<file path="src/rtl/uart_rx_fifo.sv">
// uart_rx_fifo: oversampling 8N1-style UART receiver feeding a small
// show-ahead FIFO with a valid/ready pop interface and sticky error flags.
module uart_rx_fifo #(
    parameter int CLK_DIV    = 16,
    parameter int DATA_BITS  = 8,
    parameter int FIFO_DEPTH = 4
) (
    input  logic                              clk,
    input  logic                              reset,
    input  logic                              rx,
    output logic [DATA_BITS-1:0]              rx_data,
    output logic                              rx_valid,
    input  logic                              rx_ready,
    output logic [$clog2(FIFO_DEPTH+1)-1:0]   fifo_count,
    output logic                              busy,
    output logic                              frame_err,
    output logic                              overrun,
    input  logic                              err_clr
);

    localparam int BCW  = $clog2(CLK_DIV);
    localparam int BITW = $clog2(DATA_BITS);
    localparam int PW   = $clog2(FIFO_DEPTH);
    localparam int CW   = $clog2(FIFO_DEPTH + 1);

    localparam logic [BCW-1:0]  BC_LAST  = BCW'(CLK_DIV - 1);
    localparam logic [BCW-1:0]  BC_HALF  = BCW'(CLK_DIV / 2 - 1);
    localparam logic [BITW-1:0] BIT_LAST = BITW'(DATA_BITS - 1);
    localparam logic [CW-1:0]   CNT_FULL = CW'(FIFO_DEPTH);

    typedef enum logic [2:0] {
        IDLE,
        START,
        DATA,
        STOP,
        WAIT_HI
    } state_t;

    state_t              state, state_nxt;
    logic                rx_p0, rx_s;
    logic [BCW-1:0]      bcnt, bcnt_nxt;
    logic [BITW-1:0]     bit_cnt, bit_cnt_nxt;
    logic                shift_en;
    logic                stop_ok;
    logic                stop_bad;
    logic [DATA_BITS-1:0] shreg;

    logic [DATA_BITS-1:0] mem [FIFO_DEPTH];
    logic [PW-1:0]        wr_ptr, rd_ptr;
    logic [CW-1:0]        count;
    logic                 full;
    logic                 push;
    logic                 pop;
    logic                 ov_set;

    // Two-flop synchronizer; idles high so reset never looks like a start bit
    always_ff @(posedge clk) begin
        if (reset) begin
            rx_p0 <= 1'b1;
            rx_s  <= 1'b1;
        end else begin
            rx_p0 <= rx;
            rx_s  <= rx_p0;
        end
    end

    // Receiver control registers: state, baud counter, bit counter, busy
    always_ff @(posedge clk) begin
        if (reset) begin
            state   <= IDLE;
            bcnt    <= '0;
            bit_cnt <= '0;
            busy    <= 1'b0;
        end else begin
            state   <= state_nxt;
            bcnt    <= bcnt_nxt;
            bit_cnt <= bit_cnt_nxt;
            busy    <= (state_nxt != IDLE);
        end
    end

    // Next-state logic; bcnt restarts at 0 whenever a new state is entered
    always_comb begin
        state_nxt   = state;
        bcnt_nxt    = (bcnt == BC_LAST) ? '0 : bcnt + 1'b1;
        bit_cnt_nxt = bit_cnt;
        shift_en    = 1'b0;
        stop_ok     = 1'b0;
        stop_bad    = 1'b0;
        case (state)
            IDLE: begin
                bcnt_nxt    = '0;
                bit_cnt_nxt = '0;
                if (!rx_s) state_nxt = START;
            end
            START: begin
                if (bcnt == BC_HALF) begin
                    bcnt_nxt  = '0;
                    state_nxt = rx_s ? IDLE : DATA;
                end
            end
            DATA: begin
                if (bcnt == BC_LAST) begin
                    shift_en = 1'b1;
                    if (bit_cnt == BIT_LAST) begin
                        bit_cnt_nxt = '0;
                        state_nxt   = STOP;
                    end else begin
                        bit_cnt_nxt = bit_cnt + 1'b1;
                    end
                end
            end
            STOP: begin
                if (bcnt == BC_LAST) begin
                    if (rx_s) begin
                        stop_ok   = 1'b1;
                        state_nxt = IDLE;
                    end else begin
                        stop_bad  = 1'b1;
                        state_nxt = WAIT_HI;
                    end
                end
            end
            WAIT_HI: begin
                bcnt_nxt = '0;
                if (rx_s) state_nxt = IDLE;
            end
            default: begin
                state_nxt = IDLE;
                bcnt_nxt  = '0;
            end
        endcase
    end

    // Data shift register, LSB arrives first so bits enter at the top
    always_ff @(posedge clk) begin
        if (shift_en) shreg <= {rx_s, shreg[DATA_BITS-1:1]};
    end

    assign full   = (count == CNT_FULL);
    assign pop    = rx_valid & rx_ready;
    assign push   = stop_ok & (~full | pop);
    assign ov_set = stop_ok & full & ~pop;

    // FIFO storage; a pop in the same cycle frees the slot for a full push
    always_ff @(posedge clk) begin
        if (push) mem[wr_ptr] <= shreg;
    end

    // FIFO pointers and occupancy
    always_ff @(posedge clk) begin
        if (reset) begin
            wr_ptr <= '0;
            rd_ptr <= '0;
            count  <= '0;
        end else begin
            if (push) wr_ptr <= wr_ptr + 1'b1;
            if (pop)  rd_ptr <= rd_ptr + 1'b1;
            case ({push, pop})
                2'b10:   count <= count + 1'b1;
                2'b01:   count <= count - 1'b1;
                default: count <= count;
            endcase
        end
    end

    // Sticky error flags; a new event outranks a simultaneous clear
    always_ff @(posedge clk) begin
        if (reset) begin
            frame_err <= 1'b0;
            overrun   <= 1'b0;
        end else begin
            if (stop_bad)     frame_err <= 1'b1;
            else if (err_clr) frame_err <= 1'b0;
            if (ov_set)       overrun   <= 1'b1;
            else if (err_clr) overrun   <= 1'b0;
        end
    end

    assign rx_valid   = (count != '0);
    assign fifo_count = count;
    assign rx_data    = rx_valid ? mem[rd_ptr] : '0;

endmodule
</file>
<file path="config.mk">
export PLATFORM = sky130hd
export DESIGN_NAME = uart_rx_fifo
export DESIGN_NICKNAME = d
export VERILOG_FILES = /design/src/rtl/uart_rx_fifo.sv
export SDC_FILE = /design/constraint.sdc
export NUM_CORES = 1
export LEC_CHECK = 0
export ABC_AREA = 1
export CAP_MARGIN = 20
export CELL_PAD_IN_SITES_DETAIL_PLACEMENT = 1
export CELL_PAD_IN_SITES_GLOBAL_PLACEMENT = 1
export CORE_AREA = 2 2 85 87
export DETAILED_ROUTE_END_ITERATION = 16
export DIE_AREA = 0 0 87 89
export PLACE_DENSITY = 0.79
export SKIP_CTS_REPAIR_TIMING = 1
export SLEW_MARGIN = 0
export SYNTH_ARGS = -nofsm -noshare
export SYNTH_HDL_FRONTEND = slang
export SYNTH_SLANG_ARGS = --single-unit
</file>
<file path="constraint.sdc">
create_clock -name clk -period 2.1 [get_ports clk]
set_input_delay 0.315 -clock clk [delete_from_list [all_inputs] [get_ports clk]]
set_output_delay 0.315 -clock clk [all_outputs]
set_load 0.03 [all_outputs]
</file>
==> results list <==
- The number of placed instances, taps included, is around 360.
* Boundary Pins: 20
* Total number of nets in the final design: ~300
* CP peak stage delay: a little under 0.4 ns
- Adding up every negative setup slack in the final design gives 0 ns.
* CP startpoint: fifo_count[2]$_SDFFE_PP0P_
- Detail Route Antenna Nets: 0
* Maximum number of pins on one net before global-route repair: 17
- The worst register-to-register path begins at bcnt[0]$_SDFF_PP0_.
- Worst r2r path cells: 10
- CP max stage cell: sky130_fd_sc_hd__dfxtp_1
* Number of standard cells in the final layout excluding fillers: 374
- Row generation in the floorplan step produced 30 rows.
- Cells with a size suffix above 1 make up about 15% of the layout.
* Result of the run: finished clean
- Clock buffer count from CTS: 9
* Non-Filler Cell Area, Final: between 0.003 and 0.004 mm^2
* Critical path fanouts, max: 8
- For this run the aggregate overflow at the end of global routing stands at 0.
- Most numerous cell on the critical path: sky130_fd_sc_hd__inv_1
- Compared with the post-synthesis result, the final layout area differs by 22.1%.
- Detailed placement HPWL: around 4.0 mm
* Post-route worst setup slack: between 0.15 and 0.2 ns
* Number of violations of the max-capacitance limit: 0
- Number of remaining DRC errors: 0
- Post-layout utilization of the core: a little under half
- Tmin final: slightly below 2 ns
- Die Y-Extent: approximately 89 um
- Required arrival time at the worst endpoint: roughly 1.8 ns
- Commonest register cell after synthesis: sky130_fd_sc_hd__edfxtp_1
- Register-to-register path setup slack: between 0.15 and 0.2 ns
* Worst-Skew Late Latency: between 0.3 and 0.4 ns
- Post-synth EDFFs: 40
- Clock net sink count: 64
- In this run the static leakage power is about 1.3 nW.
- Number of library cell types mapped by synthesis: 25
- Initial core utilization: 39.3%
* Number of buffers between clock root and the deepest sink: 2
- Synth Area per Inst: around 10 um^2
* Reg2reg end: fifo_count[2]$_SDFFE_PP0P_
- Worst setup SP type: register
- Across every metal layer, demand over resource in global routing totals between 10% and 20%.
- Core Area: between 0.006 and 0.007 mm^2
- At the pin with the least slew margin, the transition time is ~0.38 ns.
* Proportion of register bits with asynchronous set or reset after synthesis: 0%
- The worst path uses 91.9% of the clock period.
* Highest achievable clock rate: 518 MHz
- Post-Syn Nets: approximately 270
* Deepest level of the CTS H-tree: 3
* Area of the mapped netlist: 0.00264 mm^2
* Area of the die: just under 0.008 mm^2
* Starting DRT DRC Count: 59
* Cells along the critical path: inv_1 -> nand2_2 -> inv_1 -> a21oi_1 -> dlymetal6s2s_1
- Total iterations of the first detailed-routing run: 4
* Critical path start-end classification: reg -> out
- Vias in the first global route: approximately 1900
* Yosys reg bits: 64
- Routability-driven placement finished with a final weighted congestion of about 0.76.
* Layout fillers: between 700 and 800
- The count of final hold-check violations was 0.
- CTS placed an instance of sky130_fd_sc_hd__clkbuf_8 at the clock tree root.
- The routed layout has between 1500 and 2000 vias.
- For the final database, setup skew stands at approximately 0.0063 ns.
- Type of destination of the critical path: primary output
* Clock transition time at the flip-flop clock pins of the worst setup and hold paths: 0.07 ns
- Yosys printed 0 warnings.
- The die is between 80 and 90 um wide.
- Summing all multi-input logic gate instances after layout gives roughly 830 um^2.
- Of the synthesized area, sequential elements account for 63.8%.
- Slew Limit Headroom: between 70 and 80%
* Min-Delay Path Class: reg -> reg
- After detailed routing, the number of vias per cell comes to 4.99.
- Setup repair after global routing left no endpoint under its margin.
* WL final: between 5 and 6 mm
- TritonCTS built the clock tree.
* Max Transition Viols Final: 0
* Most common cell after layout, fill and taps aside: sky130_fd_sc_hd__nor2_1
* Number of antenna violations at the first check in global routing: 0
- Routed length per placed instance: ~15 um
- At the worst endpoint, the arrival time is between 1.5 and 2 ns.
- Number of standard cells after synthesis: around 250
- The worst-case IR drop observed on VDD is 0.541 mV.
* Critical path capture point: rx_data[4]
- Count of buffers inserted at the top-level ports: 19
* Setup-failing EPs final: 0
- Once placement finished, the instance area stood at roughly 0.0030 mm^2.
* Pwr Density: around 1100 mW/mm^2
* Diodes inserted: 0
- The library cells used most frequently in the layout, excluding fill and tap cells, are 52 x sky130_fd_sc_hd__nor2_1, 40 x sky130_fd_sc_hd__edfxtp_1, 25 x sky130_fd_sc_hd__inv_1, 24 x sky130_fd_sc_hd__dfxtp_1, 22 x sky130_fd_sc_hd__o21ai_0.
- Wire length of the first global-routing pass: between 9 and 10 mm
* Worst slack at placement: ~0.028 ns
* Storage element area: around 0.0017 mm^2
-- worst max-delay path: cells and delay by family, from the launching register on --
kind | cells | cell delay, ns
buf+inv | 3 | 0.58
compound gates | 1 | 0.21
simple gates | 1 | 0.09
flops | 1 | 0.39
-- where the power goes --
group | internal (mW) | switching (mW)
combinational | 0.382 | 0.687
clock | 0.680 | 0.513
sequential | 1.37 | 0.0468
-- cell families (layout without fill, tap and decap cells) --
family / Yosys count / after routing / synth area share [%]
buf+inv: 32 / 72 / 4.74
fa+ha+maj: 8 / 8 / 4.08
flops: 64 / 64 / 63.8
simple gates: 102 / 102 / 18.1
compound gates: 48 / 48 / 9.35
-- worst min-delay path by stage --
| stage | from | endpoint | slack [ns] | cells past startpoint |
|---|---|---|---|---|
| 6_report | rx_p0$_SDFF_PP1_ | rx_s$_SDFF_PP1_ | 0.42 | 1 |
| 5_1_grt | rx_p0$_SDFF_PP1_ | rx_s$_SDFF_PP1_ | 0.43 | 1 |
| 4_1_cts | rx_p0$_SDFF_PP1_ | rx_s$_SDFF_PP1_ | 0.43 | 1 |
| 3_5_place_dp | rx_p0$_SDFF_PP1_ | rx_s$_SDFF_PP1_ | 0.40 | 1 |
| 3_3_place_gp | rx_p0$_SDFF_PP1_ | rx_s$_SDFF_PP1_ | 0.39 | 1 |
| 2_1_floorplan | reset | state[1]$_SDFF_PP0_ | 0.38 | 1 |
-- Yosys cell counts, types with 2 or more instances --
master                     instances  area share [%]
sky130_fd_sc_hd__nand4_1           3            0.71
sky130_fd_sc_hd__edfxtp_1         40              46
sky130_fd_sc_hd__nor3_1            3            0.57
sky130_fd_sc_hd__inv_1            25             3.6
sky130_fd_sc_hd__dfxtp_1          24              18
sky130_fd_sc_hd__nand2_2           7             1.7
sky130_fd_sc_hd__o21ai_0          22             4.2
sky130_fd_sc_hd__nand3_1          12             2.3
sky130_fd_sc_hd__a21oi_1          19             3.6
sky130_fd_sc_hd__ha_1              7             3.3
sky130_fd_sc_hd__or2_2             2            0.47
sky130_fd_sc_hd__nor2_1           52             7.4
sky130_fd_sc_hd__o21ai_1           5            0.95
sky130_fd_sc_hd__buf_2             4            0.76
sky130_fd_sc_hd__inv_2             2            0.28
sky130_fd_sc_hd__nand2_1          15             2.1
sky130_fd_sc_hd__nor2_4            4             1.7
-- registers in the layout, indices dropped and copies added, names as in the netlist, 2 cells and up, named ones only --
signal,cells
shreg,8
state,3
bit_cnt,3
fifo_count,3
rd_ptr,2
bcnt,4
wr_ptr,2
mem,32
-- through the flow --
| stage | hold slack, ns | power [mW] |
|---|---|---|
| 6_report | 0.422 | 3.68 |
| 5_1_grt | 0.431 | 3.87 |
| 4_1_cts | 0.431 | 3.75 |
| 3_5_place_dp | 0.405 | 2.54 |
| 3_3_place_gp | 0.392 | 2.51 |
| 2_1_floorplan | 0.383 | 2.13 |
-- per-layer routing --
layer	global-route usage (%)	vias up	share of wire, %	wire length (um)
met4	6.25	0	1.6	92
li1	-	927	-	-
met5	0	-	0	0
met3	5.36	10	3.5	196
met2	28.8	37	52	2960
met1	18.0	892	43	2420
-- final cells by class --
type / count / area share (%)
flip-flops and latches: 64 / 52.2
multi-input cells: 158 / 25.8
repair buffers: 29 / 8.70
clock buffers: 9 / 3.85
clock inverters: 7 / 3.19
inverters: 27 / 3.15
well taps: 80 / 3.11
No activity file was read; power rests on OpenSTA's default activity.
